$ cat config.mk
export PLATFORM = sky130hd
export DESIGN_NAME = flame_ctrl
export DESIGN_NICKNAME = d
export VERILOG_FILES = /design/src/rtl/bomberman_pkg.sv /design/src/rtl/cell2pix.sv /design/src/rtl/flame_ctrl.sv
export SDC_FILE = /design/constraint.sdc
export NUM_CORES = 1
export LEC_CHECK = 0
export CORE_ASPECT_RATIO = 0.5
export CORE_UTILIZATION = 50
export DETAILED_ROUTE_END_ITERATION = 16
export GPL_ROUTABILITY_DRIVEN = 0
export MAX_ROUTING_LAYER = met4
export PLACE_DENSITY = 0.79
export REMOVE_ABC_BUFFERS = 1
export SLEW_MARGIN = 20
export SYNTH_ARGS = -nofsm -noshare
export SYNTH_HDL_FRONTEND = slang
export SYNTH_SLANG_ARGS = --single-unit
$ cat constraint.sdc
create_clock -name clk -period 2.6 [get_ports clk]
set_input_delay 0.52 -clock clk [delete_from_list [all_inputs] [get_ports clk]]
set_output_delay 0.52 -clock clk [all_outputs]
set_load 0.02 [all_outputs]
$ cat src/rtl/bomberman_pkg.sv
// Constants and types shared by the flame sequencer, the sprite renderers and the map logic.
// The grid is 16x16 cells of TILE pixels, offset by ORIGIN_X/ORIGIN_Y on screen.
package bomberman_pkg;

  localparam int TILE        = 32;
  localparam int ORIGIN_X    = 64;
  localparam int ORIGIN_Y    = 32;
  localparam int PARK        = 1000;
  localparam int NUM_SPRITES = 5;

  typedef enum logic [1:0] {IDLE, ARMED, ACTIVE} state_t;

  // Grow-then-shrink mapping: step 0..2N-2 -> sprite 0..N-1..0
  function automatic logic [2:0] sprite_of(input logic [3:0] step);
    if (step < 4'(NUM_SPRITES)) return 3'(step);
    return 3'(4'(2 * (NUM_SPRITES - 1)) - step);
  endfunction

endpackage

$ cat src/rtl/cell2pix.sv
// Combinational grid-cell to top-left pixel conversion, shared with the bomb/player renderers.
// Sums are formed in 11 bits; the elaboration checks guarantee the result fits in 10.
module cell2pix
  import bomberman_pkg::*;
(
  input  logic [3:0] cell_x,
  input  logic [3:0] cell_y,
  output logic [9:0] pix_x,
  output logic [9:0] pix_y
);

  if (ORIGIN_X + 15 * TILE + TILE > 1023) begin : g_bad_origin_x
    $error("cell2pix: ORIGIN_X + 16*TILE exceeds 10-bit screen range");
  end
  if (ORIGIN_Y + 15 * TILE + TILE > 1023) begin : g_bad_origin_y
    $error("cell2pix: ORIGIN_Y + 16*TILE exceeds 10-bit screen range");
  end

  assign pix_x = 10'(11'(ORIGIN_X) + 11'(cell_x) * 11'(TILE));
  assign pix_y = 10'(11'(ORIGIN_Y) + 11'(cell_y) * 11'(TILE));

endmodule

$ cat src/rtl/flame_ctrl.sv
// Flame animation sequencer: latches the exploding bomb's cell, then steps the renderer
// through sprites 0..4..0, changing outputs only on the cycle after a frame_tick.
module flame_ctrl
  import bomberman_pkg::*;
#(
  parameter int FRAMES_PER_STEP = 4
) (
  input  logic       clk,
  input  logic       reset_n,
  input  logic       frame_tick,
  input  logic       explode,
  input  logic [3:0] cell_x,
  input  logic [3:0] cell_y,
  output logic [9:0] flame_centerX,
  output logic [9:0] flame_centerY,
  output logic [2:0] sprite_num,
  output logic       flame_active,
  output logic       busy,
  output logic       flame_done
);

  if (FRAMES_PER_STEP < 1 || FRAMES_PER_STEP > 15) begin : g_bad_fps
    $error("flame_ctrl: FRAMES_PER_STEP must be 1..15");
  end

  localparam logic [3:0] HOLD_LAST = 4'(FRAMES_PER_STEP - 1);
  localparam logic [3:0] STEP_LAST = 4'(2 * NUM_SPRITES - 2);
  localparam logic [9:0] PARK_POS  = 10'(PARK);

  state_t     state_reg, state_next;
  logic [3:0] cell_x_reg, cell_x_next;
  logic [3:0] cell_y_reg, cell_y_next;
  logic [3:0] step_reg, step_next;
  logic [3:0] hold_reg, hold_next;
  logic [9:0] cx_reg, cx_next;
  logic [9:0] cy_reg, cy_next;
  logic [2:0] sprite_reg, sprite_next;
  logic       active_reg, active_next;
  logic       busy_reg, busy_next;
  logic       done_reg, done_next;
  logic [9:0] pix_x, pix_y;

  cell2pix u_cell2pix (
    .cell_x (cell_x_reg),
    .cell_y (cell_y_reg),
    .pix_x  (pix_x),
    .pix_y  (pix_y)
  );

  always_ff @(posedge clk or negedge reset_n) begin
    if (!reset_n) begin
      state_reg  <= IDLE;
      cell_x_reg <= '0;
      cell_y_reg <= '0;
      step_reg   <= '0;
      hold_reg   <= '0;
      cx_reg     <= PARK_POS;
      cy_reg     <= PARK_POS;
      sprite_reg <= '0;
      active_reg <= 1'b0;
      busy_reg   <= 1'b0;
      done_reg   <= 1'b0;
    end else begin
      state_reg  <= state_next;
      cell_x_reg <= cell_x_next;
      cell_y_reg <= cell_y_next;
      step_reg   <= step_next;
      hold_reg   <= hold_next;
      cx_reg     <= cx_next;
      cy_reg     <= cy_next;
      sprite_reg <= sprite_next;
      active_reg <= active_next;
      busy_reg   <= busy_next;
      done_reg   <= done_next;
    end
  end

  always_comb begin
    state_next  = state_reg;
    cell_x_next = cell_x_reg;
    cell_y_next = cell_y_reg;
    step_next   = step_reg;
    hold_next   = hold_reg;
    cx_next     = cx_reg;
    cy_next     = cy_reg;
    sprite_next = sprite_reg;
    active_next = active_reg;
    busy_next   = busy_reg;
    done_next   = 1'b0;

    unique case (state_reg)
      IDLE: begin
        // A tick coinciding with explode is not used; ARMED waits for the next one
        if (explode) begin
          cell_x_next = cell_x;
          cell_y_next = cell_y;
          state_next  = ARMED;
          busy_next   = 1'b1;
        end
      end
      ARMED: begin
        if (frame_tick) begin
          state_next  = ACTIVE;
          step_next   = '0;
          hold_next   = '0;
          cx_next     = pix_x;
          cy_next     = pix_y;
          sprite_next = '0;
          active_next = 1'b1;
        end
      end
      ACTIVE: begin
        if (frame_tick) begin
          if (hold_reg != HOLD_LAST) begin
            hold_next = hold_reg + 4'd1;
          end else if (step_reg != STEP_LAST) begin
            hold_next   = '0;
            step_next   = step_reg + 4'd1;
            sprite_next = sprite_of(step_reg + 4'd1);
          end else begin
            state_next  = IDLE;
            hold_next   = '0;
            step_next   = '0;
            cx_next     = PARK_POS;
            cy_next     = PARK_POS;
            sprite_next = '0;
            active_next = 1'b0;
            busy_next   = 1'b0;
            done_next   = 1'b1;
          end
        end
      end
      default: state_next = IDLE;
    endcase
  end

  assign flame_centerX = cx_reg;
  assign flame_centerY = cy_reg;
  assign sprite_num    = sprite_reg;
  assign flame_active  = active_reg;
  assign busy          = busy_reg;
  assign flame_done    = done_reg;

endmodule

==> impl_table.tex, run 1 <==
\begin{tabular}{lr}
\hline
Metric & Value \\
\hline
\multicolumn{2}{l}{\textbf{Die}} \\
\quad Row count & 14 \\
\quad Starting utilization of the core area & 0.5516 \\
\quad Top-level port count & 38 \\
\quad Overall die area & between 3000 and 4000 sq um \\
\quad Chip width & $\sim$85 um \\
\quad Core region area & roughly 3200 sq um \\
\quad Height of the die & between 40 and 50 um \\
\multicolumn{2}{l}{\textbf{Worst setup path}} \\
\quad Delay of the slowest cell on the worst path & between 500 and 600 ps \\
\quad Crit path max fanout & 5 \\
\quad CP delay by family, top & simple AND/OR/NAND/NOR gates \\
\quad Data arrival, critical path & between 2000 and 2500 ps \\
\quad Startpoint-to-endpoint class of the critical path & register to register \\
\quad Critical path endpoint category & register \\
\quad Data required time of the worst path & approximately 2800 ps \\
\quad Buffers plus inverters on the worst setup path & 0 \\
\quad Cell count of the worst reg-to-reg path & 5 \\
\quad Path length in cells of the critical path & 5 \\
\quad Cell breakdown of the critical path & ha\_1, or3b\_4, or4\_4, nor3b\_2, a221o\_1 \\
\quad Sort of element at the start of the critical path & register \\
\quad Critical Path Slowest Stage Cell & sky130\_fd\_sc\_hd\_\_or4\_4 \\
\multicolumn{2}{l}{\textbf{Logic synthesis}} \\
\quad Area share of fa/ha/maj cells after synthesis & 0.04317 \\
\quad Largest family of logic cells by synthesized area & simple AND/OR/NAND/NOR gates \\
\quad EDFF count, synth & 0 \\
\quad Synth warn & 0 \\
\quad FF+latch count, synth & 34 \\
\quad Count of unique library cells instantiated by Yosys & 41 \\
\quad Synthesized-area fraction occupied by and/or/nand/nor cells & 0.1489 \\
\quad Synthesized area per cell & 11.29 sq um \\
\quad Sequential-to-total area share from yosys stat & 0.4971 \\
\quad Compound-gate portion of the synthesized area & 0.1374 \\
\quad Proportion of synthesized area in mux cells & 0.06906 \\
\quad Proportion of synthesized flip-flops having asynchronous set or reset & 1.000 \\
\quad Primary FF master, synth & sky130\_fd\_sc\_hd\_\_dfrtp\_1 \\
\quad Combined area of all synthesized cells & 1739 sq um \\
\quad Number of instances in the synthesized netlist & roughly 150 \\
\quad Xor and xnor fraction of the mapped netlist area & 0.03022 \\
\multicolumn{2}{l}{\textbf{Layout}} \\
\quad Commonest cells after routing, fill and taps aside & sky130\_fd\_sc\_hd\_\_clkdlybuf4s50\_1 (29), sky130\_fd\_sc\_hd\_\_dfrtp\_1 (23), sky130\_fd\_sc\_hd\_\_dfstp\_2 (11) \\
\quad Number of flip-flops under the largest register name & 6 \\
\quad Number of antenna cells inserted & 0 \\
\quad Area Growth Syn to Fin & 21.94\% \\
\quad Nets & $\sim$200 \\
\quad Commonest non-fill, non-tap cell in the layout & sky130\_fd\_sc\_hd\_\_clkdlybuf4s50\_1 \\
\quad Share of post-route cells with drive strength above 1 & 0.2054 \\
\quad Fill count & 257 \\
\multicolumn{2}{l}{\textbf{Timing}} \\
\quad Fin. max-slew vios & 0 \\
\quad Fin Hold WS & between 400 and 500 ps \\
\quad Post-route clock skew & about 4.5 ps \\
\quad Peak Freq & just over 0.5 GHz \\
\quad Final hold vios & 0 \\
\quad Final critical-path setup slack & 614.3 ps \\
\quad Max-slew headroom at the worst pin & 0.6589 \\
\quad Setup TNS & 0 ps \\
\quad Measured slew at the worst slew-check pin & about 510 ps \\
\quad Post-route fraction of the period consumed by the critical path & 0.7637 \\
\quad Setup violation total in the final timing report & 0 \\
\quad RSZ-0062 raised after global routing & false \\
\quad Final critical delay including setup and external delays & 1986 ps \\
\multicolumn{2}{l}{\textbf{Clocking}} \\
\quad CTS Hold Buffers Added & 0 \\
\quad TritonCTS clock tree & built \\
\quad Inserted Clock Buffers & 5 \\
\quad Root cell of the clock tree & sky130\_fd\_sc\_hd\_\_clkbuf\_8 \\
\quad Maximum clock insertion buffer count & 2 \\
\quad Clock transition at the registers of the reported paths & approximately 70 ps \\
\quad Sinks on Clock Net & 34 \\
\quad Setup repair bufs after CTS & 0 \\
\quad Latest clock arrival within the worst-skew pair & 280 ps \\
\quad H-tree depth reported by CTS & 2 \\
\quad Cells resized by post-CTS repair & 0 \\
\multicolumn{2}{l}{\textbf{Detailed routing}} \\
\quad DRT Pass-1 Iters & 4 \\
\quad Total Routed Length & between 3000 and 4000 um \\
\quad Count of vias placed by the detailed router & $\sim$1200 \\
\quad Avg Vias per Cell & around 5.5 \\
\quad Post-route antenna net violation count & 0 \\
\quad Iteration-0 DRC Markers & 88 \\
\quad DRC violation count after routing & 0 \\
\quad WL per Instance & roughly 14 um \\
\multicolumn{2}{l}{\textbf{Power and ir drop}} \\
\quad Total power draw & 2.428 mW \\
\quad Worst-case vdd ir drop & between 0.6 and 0.7 mV \\
\quad Power per standard cell area & around 1100 nW/um\^{}2 \\
\quad Standby leakage power & roughly 0.93 nW \\
\multicolumn{2}{l}{\textbf{Global route}} \\
\quad First-pass GRT wire length & approximately 5500 um \\
\quad Pin count of the biggest net entering global routing & 35 \\
\quad Total congestion overflow after global routing & 0 \\
\quad Overall routing resource usage & 0.2040 \\
\quad Number of global-route vias before repair & roughly 1200 \\
\quad Antenna violations before repair & 0 \\
\multicolumn{2}{l}{\textbf{Placement}} \\
\quad Total of buffers placed on input and output ports & 29 \\
\quad DP HPWL & between 2000 and 2500 um \\
\quad Worst slack after detailed placement & roughly 540 ps \\
\multicolumn{2}{l}{\textbf{Min path}} \\
\quad Min-delay worst type & register to register \\
\quad Hold-critical path depth & 1 \\
\multicolumn{2}{l}{\textbf{Flow run}} \\
\quad Maxcap violations & 0 \\
\multicolumn{2}{l}{\textbf{Status}} \\
\quad Run status & finished clean \\
\hline
\end{tabular}
-- synth_stat cells (3+ instances only) --
cell type | number | share of area
sky130_fd_sc_hd__dfrtp_1 | 23 | 0.33
sky130_fd_sc_hd__buf_4 | 11 | 0.047
sky130_fd_sc_hd__xnor2_1 | 3 | 0.015
sky130_fd_sc_hd__a2bb2oi_1 | 7 | 0.035
sky130_fd_sc_hd__inv_1 | 5 | 0.011
sky130_fd_sc_hd__clkbuf_1 | 5 | 0.011
sky130_fd_sc_hd__mux2_2 | 8 | 0.052
sky130_fd_sc_hd__nand2b_1 | 4 | 0.014
sky130_fd_sc_hd__nand3_1 | 4 | 0.012
sky130_fd_sc_hd__nor3b_2 | 3 | 0.022
sky130_fd_sc_hd__nand2_1 | 10 | 0.022
sky130_fd_sc_hd__nor2_1 | 5 | 0.011
sky130_fd_sc_hd__mux2i_1 | 3 | 0.017
sky130_fd_sc_hd__xor2_1 | 3 | 0.015
sky130_fd_sc_hd__dfstp_2 | 11 | 0.17
sky130_fd_sc_hd__o22a_1 | 3 | 0.015
sky130_fd_sc_hd__a21oi_1 | 4 | 0.012
sky130_fd_sc_hd__ha_1 | 6 | 0.043
sky130_fd_sc_hd__o21ai_0 | 6 | 0.017
-- metrics by stage --
| step | cell area (sq um) | cells | utilization |
|---|---|---|---|
| 2_1_floorplan | 1659 | 144 | - |
| 3_3_place_gp | 2029 | 217 | 0.6437 |
| 3_5_place_dp | 2029 | 217 | 0.6437 |
| 4_1_cts | 2121 | 225 | 0.6726 |
| 5_1_grt | 2121 | 225 | 0.6726 |
| 6_report | 2121 | 225 | 0.6726 |
-- final timing paths --
kind / startpoint / endpoint / slack, ps
hold / removal: cell_y_reg[0] / flame_centerY[5] / 480
hold reg to reg: cell_y_reg[0] / flame_centerY[5] / 480
min in group asynchronous: reset_n / cell_x_reg[3] / 670
setup reg to reg: hold_reg[0] / step_reg[2] / 610
max in group asynchronous: reset_n / flame_centerY[7] / 1600
setup / recovery: hold_reg[0] / step_reg[2] / 610
-- cells by family (layout without fill, tap and decap cells) --
logic type	Yosys count	after routing
XOR/XNOR	6	6
flip-flops	34	34
AO/OA/AOI/OAI	33	33
other	1	8
multiplexers	11	11
adder cells (fa/ha/maj)	6	6
buffers and inverters	22	46
AND/OR/NAND/NOR	41	41
-- layer usage --
layer  GRT usage  vias up  part of all wire
li1            -      588                 -
met1      0.2596      596              0.47
met2      0.3120       37              0.47
met3     0.05333        7             0.045
met4     0.09333        0             0.015
met5           -        -                 0
-- power by group --
part | switching, mW | internal [mW] | total [mW]
combinational | 0.473 | 0.541 | 1.01
sequential | 0.213 | 0.805 | 1.02
clock | 0.183 | 0.213 | 0.396
-- final cells by class --
type                    instances  area, sq um  share of cell area
repair buffers                 33        320.3              0.1510
flip-flops and latches         34        864.6              0.4077
inverters                       5        18.77            0.008850
well taps                      40        50.05             0.02360
multi-input cells             105        775.7              0.3658
clock buffers                   7        86.33             0.04071
clock inverters                 1        5.005            0.002360
No activity file was read; power rests on OpenSTA's default activity.
==> run 2, diff against run 1 <==
--- a/config.mk
+++ b/config.mk
@@ -6,11 +6,11 @@
 export NUM_CORES = 1
 export LEC_CHECK = 0
 export CORE_ASPECT_RATIO = 0.5
-export CORE_UTILIZATION = 50
+export CORE_UTILIZATION = 45
 export DETAILED_ROUTE_END_ITERATION = 16
 export GPL_ROUTABILITY_DRIVEN = 0
 export MAX_ROUTING_LAYER = met4
-export PLACE_DENSITY = 0.79
+export PLACE_DENSITY = 0.75
 export REMOVE_ABC_BUFFERS = 1
 export SLEW_MARGIN = 20
 export SYNTH_ARGS = -nofsm -noshare
==> constraint.sdc (replaced) <==
create_clock -name clk -period 1.6 [get_ports clk]
set_input_delay 0.32 -clock clk [delete_from_list [all_inputs] [get_ports clk]]
set_output_delay 0.32 -clock clk [all_outputs]
set_load 0.02 [all_outputs]
==> run 2 against run 1 <==
  * The run now ends with setup timing left
  * Worst hold slack worse by 71 ps
  * Clock skew up 4.3 ps
  * Register-to-register slack worse by 860 ps
  * Global-route usage down 3.0 points
  * Highest routed layer unchanged
==> impl_table.tex, run 2 (synthesis results as in run 1) <==
\begin{tabular}{lr}
\hline
Metric & Value \\
\hline
\multicolumn{2}{l}{\textbf{Timing}} \\
\quad Post-route clock skew & 8.774 ps (+4.255 ps) \\
\quad Fin Hold WS & 406.2 ps (-70.94 ps) \\
\quad Peak Freq & 0.5405 GHz (+7.3\%) \\
\quad Setup violation total in the final timing report & 20 (+20) \\
\quad Final critical delay including setup and external delays & 1850 ps (-135.5 ps) \\
\quad Final hold vios & 0 (unchanged) \\
\quad Final critical-path setup slack & -250.2 ps (-864.5 ps) \\
\quad Setup TNS & -3527 ps (-3527 ps) \\
\quad Post-route fraction of the period consumed by the critical path & 1.156 (+0.3926) \\
\quad Fin. max-slew vios & 0 (unchanged) \\
\quad RSZ-0062 raised after global routing & true \\
\multicolumn{2}{l}{\textbf{Global route}} \\
\quad Total congestion overflow after global routing & 0 (unchanged) \\
\quad Pin count of the biggest net entering global routing & 35 (unchanged) \\
\quad Antenna violations before repair & 0 (unchanged) \\
\quad Number of global-route vias before repair & 1213 (+0.083\%) \\
\quad First-pass GRT wire length & 5319 um (-3.0\%) \\
\quad Overall routing resource usage & 0.1744 (-0.02960) \\
\multicolumn{2}{l}{\textbf{Worst setup path}} \\
\quad Crit path max fanout & 12 (+7) \\
\quad Worst R2R Setup Slack & -250 ps (-860 ps) \\
\quad Sort of element at the start of the critical path & register \\
\quad Critical path endpoint category & register \\
\quad Data arrival, critical path & 2050 ps (-160 ps) \\
\quad Delay of the slowest cell on the worst path & 410 ps (-160 ps) \\
\quad Cell count of the worst reg-to-reg path & 6 (+1) \\
\quad Startpoint of the lowest-slack register-to-register path & hold\_reg[0] \\
\quad Cell breakdown of the critical path & ha\_2, or3b\_4, o21ai\_2, nor3b\_2, buf\_6, a2bb2oi\_1 \\
\quad Critical Path Slowest Stage Cell & sky130\_fd\_sc\_hd\_\_or3b\_4 \\
\quad R2R Path End & flame\_centerX[9] \\
\quad CP delay by family, top & simple AND/OR/NAND/NOR gates \\
\quad Startpoint-to-endpoint class of the critical path & register to register \\
\quad Data required time of the worst path & 1800 ps (-1020 ps) \\
\quad Buffers plus inverters on the worst setup path & 1 (+1) \\
\multicolumn{2}{l}{\textbf{Layout}} \\
\quad FF/Latch Area & 864.6 sq um (unchanged) \\
\quad Cell area after layout & 2501 sq um (+18\%) \\
\quad Area Growth Syn to Fin & 43.81\% \\
\quad Nets & 235 (+16\%) \\
\quad Number of flip-flops under the largest register name & 6 (unchanged) \\
\quad Commonest non-fill, non-tap cell in the layout & sky130\_fd\_sc\_hd\_\_buf\_4 \\
\quad Post-route insts no fill & 268 (+19\%) \\
\quad Area taken by multi-input logic gates & 868.3 sq um (+12\%) \\
\quad Fill count & 263 (+2.3\%) \\
\quad Share of post-route cells with drive strength above 1 & 0.4101 (+0.2047) \\
\quad Commonest cells after routing, fill and taps aside & sky130\_fd\_sc\_hd\_\_buf\_4 (35), sky130\_fd\_sc\_hd\_\_dfrtp\_1 (23), sky130\_fd\_sc\_hd\_\_clkdlybuf4s50\_1 (15) \\
\quad Number of antenna cells inserted & 0 (unchanged) \\
\quad Fraction of the core area covered by cells at the end of the flow & 0.7014 (+0.02879) \\
\multicolumn{2}{l}{\textbf{Clocking}} \\
\quad CTS Hold Buffers Added & 0 (unchanged) \\
\quad Clock transition at the registers of the reported paths & 70 ps (about the same) \\
\quad Maximum clock insertion buffer count & 2 (unchanged) \\
\quad H-tree depth reported by CTS & 2 (unchanged) \\
\quad Sinks on Clock Net & 34 (unchanged) \\
\quad Root cell of the clock tree & sky130\_fd\_sc\_hd\_\_clkbuf\_8 \\
\quad Latest clock arrival within the worst-skew pair & 280 ps (about the same) \\
\quad Inserted Clock Buffers & 5 (unchanged) \\
\quad TritonCTS clock tree & built \\
\multicolumn{2}{l}{\textbf{Die}} \\
\quad Top-level port count & 38 (unchanged) \\
\quad Core region area & 3566 sq um (+13\%) \\
\quad Row count & 15 (+1) \\
\quad Chip width & 89.92 um (+5.3\%) \\
\quad Overall die area & 4133 sq um (+11\%) \\
\quad Height of the die & 45.96 um (+5.2\%) \\
\quad Starting utilization of the core area & 0.4877 (-0.06387) \\
\multicolumn{2}{l}{\textbf{Placement}} \\
\quad Placed Instances & 253 (+17\%) \\
\quad Worst slack after detailed placement & -255.6 ps (-794.4 ps) \\
\quad DP HPWL & 2422 um (+12\%) \\
\quad Total of buffers placed on input and output ports & 29 (unchanged) \\
\quad Cell area after placement & 2243 sq um (+11\%) \\
\multicolumn{2}{l}{\textbf{Detailed routing}} \\
\quad Count of vias placed by the detailed router & 1381 (+12\%) \\
\quad DRT Pass-1 Iters & 4 (unchanged) \\
\quad Post-route antenna net violation count & 0 (unchanged) \\
\quad Total Routed Length & 3722 um (+18\%) \\
\quad WL per Instance & 13.89 um (-0.83\%) \\
\quad Iteration-0 DRC Markers & 54 (-39\%) \\
\quad Avg Vias per Cell & 5.153 (-5.6\%) \\
\quad DRC violation count after routing & 0 (unchanged) \\
\multicolumn{2}{l}{\textbf{Power and ir drop}} \\
\quad Total power draw & 4.525 mW (+86\%) \\
\quad Worst-case vdd ir drop & 0.9620 mV (+40\%) \\
\quad Standby leakage power & 1.147 nW (+23\%) \\
\quad Power per standard cell area & 1809 nW/um\^{}2 (+58\%) \\
\multicolumn{2}{l}{\textbf{Min path}} \\
\quad Min-delay worst type & input port to async pin \\
\multicolumn{2}{l}{\textbf{Status}} \\
\quad Failing checks & setup timing \\
\quad Run status & finished, violations left \\
\multicolumn{2}{l}{\textbf{Flow run}} \\
\quad Maxcap violations & 0 (unchanged) \\
\hline
\end{tabular}
run 2: how the worst max path moves through the flow:
stage	from	to	slack (ps)	depth (start not counted)
after floorplan	hold_reg[0]	flame_centerX[5]	-290	5
after global placement	hold_reg[0]	step_reg[2]	-200	5
after detailed placement	hold_reg[0]	step_reg[2]	-260	5
after CTS	hold_reg[0]	step_reg[2]	-260	5
after global routing	hold_reg[0]	flame_centerY[9]	-310	6
final	hold_reg[0]	flame_centerX[9]	-250	6
run 2: where the power goes:
| part | leakage, nW | switching (mW) | internal, mW | total [mW] |
|---|---|---|---|---|
| Clock | 0.0573 | 0.297 | 0.498 | 0.795 |
| Sequential | 0.405 | 0.250 | 1.31 | 1.56 |
| Combinational | 0.684 | 1.04 | 1.13 | 2.17 |
run 2: cell type report:
type,count,share of cell area
well taps,51,0.02551
inverters,5,0.007504
clock buffers,6,0.03302
repair buffers,66,0.2291
clock inverters,1,0.01201
multi-input cells,105,0.3472
flip-flops and latches,34,0.3457
run 2: routing by layer:
| layer | up-vias | share of wire | global-route usage |
|---|---|---|---|
| li1 | 659 | - | - |
| met1 | 682 | 0.47 | 0.2077 |
| met2 | 38 | 0.49 | 0.3000 |
| met3 | 2 | 0.037 | 0.05000 |
| met4 | 0 | 0.0051 | 0.04839 |
| met5 | - | 0 | - |
run 2: what timing repair did:
action / 4_1_cts / 5_1_grt
resized for setup: 18 / 19
pin swaps: 5 / 5
buffers inserted: 1 / 7
gates cloned: 0 / 0
setup endpoints to repair: 34 / 22
==> run 3, diff against run 2 <==
--- a/config.mk
+++ b/config.mk
@@ -6,12 +6,11 @@
 export NUM_CORES = 1
 export LEC_CHECK = 0
 export CORE_ASPECT_RATIO = 0.5
-export CORE_UTILIZATION = 45
+export CORE_UTILIZATION = 54
 export DETAILED_ROUTE_END_ITERATION = 16
 export GPL_ROUTABILITY_DRIVEN = 0
 export MAX_ROUTING_LAYER = met4
-export PLACE_DENSITY = 0.75
-export REMOVE_ABC_BUFFERS = 1
+export PLACE_DENSITY = 0.84
 export SLEW_MARGIN = 20
 export SYNTH_ARGS = -nofsm -noshare
 export SYNTH_HDL_FRONTEND = slang
==> constraint.sdc (replaced) <==
create_clock -name clk -period 2.25 [get_ports clk]
set_input_delay 0.45 -clock clk [delete_from_list [all_inputs] [get_ports clk]]
set_output_delay 0.45 -clock clk [all_outputs]
set_load 0.02 [all_outputs]
==> run 3 against run 2 <==
  * The run now ends clean
  * Critical path type unchanged
  * Core utilization rose by 0.21 points
  * Combinational power down 44%
  * Sequential power decreased by 26%
  * Final cell count decreased by 16%
  * Critical path depth is 1 lower
  * Die area down 16%
  * Design area decreased by 15%
  * Register-to-register slack better by 530 ps
  * Power decreased by 37%
  * Setup slack better by 530 ps
  * Count of clock-buffer cells in the layout is the same
  * Largest power group unchanged
==> impl_table.tex, run 3 (synthesis results as in run 1) <==
\begin{tabular}{lr}
\hline
Metric & Value \\
\hline
\multicolumn{2}{l}{\textbf{Timing}} \\
\quad Setup violation total in the final timing report & 0 (-100\%) \\
\quad Max-slew headroom at the worst pin & 0.6313 \\
\quad Post-route fraction of the period consumed by the critical path & 0.8756 (-0.2807) \\
\quad Final critical delay including setup and external delays & 1970 ps (+120.0 ps) \\
\quad Setup TNS & 0 ps (+3527 ps) \\
\quad Measured slew at the worst slew-check pin & roughly 550 ps \\
\quad RSZ-0062 raised after global routing & false \\
\quad Peak Freq & 0.5076 GHz (-6.1\%) \\
\quad Post-route clock skew & 3.243 ps (-5.531 ps) \\
\quad Final hold vios & 0 (unchanged) \\
\quad Fin. max-slew vios & 0 (unchanged) \\
\multicolumn{2}{l}{\textbf{Global route}} \\
\quad Pin count of the biggest net entering global routing & 35 (unchanged) \\
\quad First-pass GRT wire length & 5444 um (+2.4\%) \\
\quad Overall routing resource usage & 0.2249 (+0.05049) \\
\quad Total congestion overflow after global routing & 0 (unchanged) \\
\quad Antenna violations before repair & 0 (unchanged) \\
\quad Number of global-route vias before repair & 1184 (-2.4\%) \\
\multicolumn{2}{l}{\textbf{Detailed routing}} \\
\quad DRT Pass-1 Iters & 4 (unchanged) \\
\quad Iteration-0 DRC Markers & 62 (+15\%) \\
\quad Total Routed Length & 3182 um (-15\%) \\
\quad WL per Instance & 14.08 um (+1.4\%) \\
\quad Count of vias placed by the detailed router & 1212 (-12\%) \\
\quad Post-route antenna net violation count & 0 (unchanged) \\
\quad Avg Vias per Cell & 5.363 (+4.1\%) \\
\quad DRC violation count after routing & 0 (unchanged) \\
\multicolumn{2}{l}{\textbf{Layout}} \\
\quad Cell area after layout & 2132 sq um (-15\%) \\
\quad Number of flip-flops under the largest register name & 6 (unchanged) \\
\quad Commonest non-fill, non-tap cell in the layout & sky130\_fd\_sc\_hd\_\_clkdlybuf4s50\_1 \\
\quad Area Growth Syn to Fin & 22.59\% \\
\quad Number of antenna cells inserted & 0 (unchanged) \\
\quad Commonest cells after routing, fill and taps aside & sky130\_fd\_sc\_hd\_\_clkdlybuf4s50\_1 (29), sky130\_fd\_sc\_hd\_\_dfrtp\_1 (23), sky130\_fd\_sc\_hd\_\_dfstp\_2 (11) \\
\quad Share of post-route cells with drive strength above 1 & 0.2151 (-0.1951) \\
\quad Nets & 203 (-14\%) \\
\multicolumn{2}{l}{\textbf{Clocking}} \\
\quad Latest clock arrival within the worst-skew pair & 280 ps (about the same) \\
\quad Root cell of the clock tree & sky130\_fd\_sc\_hd\_\_clkbuf\_8 \\
\quad Inserted Clock Buffers & 5 (unchanged) \\
\quad CTS Hold Buffers Added & 0 (unchanged) \\
\quad Clock transition at the registers of the reported paths & 70 ps (about the same) \\
\quad Cells resized by post-CTS repair & 0 (-18) \\
\quad Sinks on Clock Net & 34 (unchanged) \\
\quad Maximum clock insertion buffer count & 2 (unchanged) \\
\quad TritonCTS clock tree & built \\
\quad Setup repair bufs after CTS & 0 (-1) \\
\quad H-tree depth reported by CTS & 2 (unchanged) \\
\multicolumn{2}{l}{\textbf{Worst setup path}} \\
\quad Worst R2R Setup Slack & 280 ps (+530 ps) \\
\quad Cell breakdown of the critical path & ha\_1, or3b\_4, or4\_4, nor3b\_2, a221o\_1 \\
\quad Cell count of the worst reg-to-reg path & 5 (-1) \\
\quad Startpoint-to-endpoint class of the critical path & register to register \\
\quad CP delay by family, top & simple AND/OR/NAND/NOR gates \\
\quad Critical path endpoint category & register \\
\quad Buffers plus inverters on the worst setup path & 0 (-1) \\
\quad Critical Path Slowest Stage Cell & sky130\_fd\_sc\_hd\_\_or4\_4 \\
\quad Data required time of the worst path & 2480 ps (+680 ps) \\
\quad Data arrival, critical path & 2200 ps (+150 ps) \\
\quad R2R Path End & step\_reg[2] \\
\quad Sort of element at the start of the critical path & register \\
\quad Startpoint of the lowest-slack register-to-register path & hold\_reg[0] \\
\quad Crit path max fanout & 5 (-7) \\
\quad Delay of the slowest cell on the worst path & 570 ps (+160 ps) \\
\multicolumn{2}{l}{\textbf{Min path}} \\
\quad Sink of the worst hold path & flame\_centerX[6] \\
\quad Min-delay worst type & register to register \\
\quad Launch instance of the worst min-delay path & cell\_x\_reg[1] \\
\quad Hold-critical path depth & 1 \\
\multicolumn{2}{l}{\textbf{Die}} \\
\quad Core region area & 3030 sq um (-15\%) \\
\quad Starting utilization of the core area & 0.5739 (+0.08619) \\
\quad Overall die area & 3466 sq um (-16\%) \\
\quad Height of the die & 42.13 um (-8.3\%) \\
\quad Chip width & 82.26 um (-8.5\%) \\
\quad Top-level port count & 38 (unchanged) \\
\quad Row count & 14 (-1) \\
\multicolumn{2}{l}{\textbf{Placement}} \\
\quad Total of buffers placed on input and output ports & 29 (unchanged) \\
\quad DP HPWL & 2292 um (-5.4\%) \\
\quad Cell area after placement & 2037 sq um (-9.2\%) \\
\multicolumn{2}{l}{\textbf{Power and ir drop}} \\
\quad Power per standard cell area & 1336 nW/um\^{}2 (-26\%) \\
\quad Worst-case vdd ir drop & 0.8722 mV (-9.3\%) \\
\quad Standby leakage power & 0.9378 nW (-18\%) \\
\multicolumn{2}{l}{\textbf{Flow run}} \\
\quad Maxcap violations & 0 (unchanged) \\
\multicolumn{2}{l}{\textbf{Status}} \\
\quad Run status & finished clean \\
\hline
\end{tabular}
[run 3: cell count changes in the layout (fill, tap and decap cells not counted), sizes merged]
cell,previous run,this run
clkinvlp,0,1
clkdlybuf4s50,15,29
dlygate4sd2,12,0
dlymetal6s2s,1,0
buf,38,5
clkinv,0,1
bufinv,1,0
[run 3: routing by layer]
metal  global-route usage  part of all wire  vias to the layer above
met2               0.3554              0.48                       25
met3              0.06087             0.035                        7
met5                    -                 0                        -
met4              0.09123             0.016                        0
li1                     -                 -                      590
met1               0.2750              0.46                      590
[run 3: cell type report]
cell class                      count  area [sq um]
Clock buffer                        6         82.58
Clock inverter                      2         12.51
Fill cell                         226         898.4
Inverter                            5         18.77
Multi-Input combinational cell    105         775.7
Sequential cell                    34         864.6
Tap cell                           40         50.05
Timing Repair Buffer               34         327.8
[run 3: through the flow]
step / setup WS [ps] / total power [mW] / util / cells / hold WS, ps
2_1_floorplan: 420.6 / 1.945 / - / 161 / 154.4
3_5_place_dp: 243.2 / 2.391 / 0.6722 / 218 / 463.4
4_1_cts: 280.2 / 2.875 / 0.7036 / 226 / 473.2
6_report: 279.8 / 2.848 / 0.7036 / 226 / 466.4
3_3_place_gp: 301.9 / 2.342 / 0.6722 / 218 / 455.7
5_1_grt: 165.9 / 3.029 / 0.7036 / 226 / 508.1
[run 3: worst max-delay path by stage]
stage	from	cells after the start	slack, ps	to
global route	hold_reg[0]	6	170	flame_centerY[5]
detailed placement	frame_tick	5	240	step_reg[2]
floorplan	hold_reg[0]	5	420	step_reg[2]
finish	hold_reg[0]	5	280	step_reg[2]
global placement	frame_tick	5	300	step_reg[2]
CTS	hold_reg[0]	5	280	step_reg[2]
[run 3: where the power goes]
group / internal [mW] / switching [mW] / total (mW)
clock network: 0.246 / 0.225 / 0.471
logic: 0.640 / 0.584 / 1.22
registers: 0.930 / 0.223 / 1.15
total: 1.82 / 1.03 / 2.85
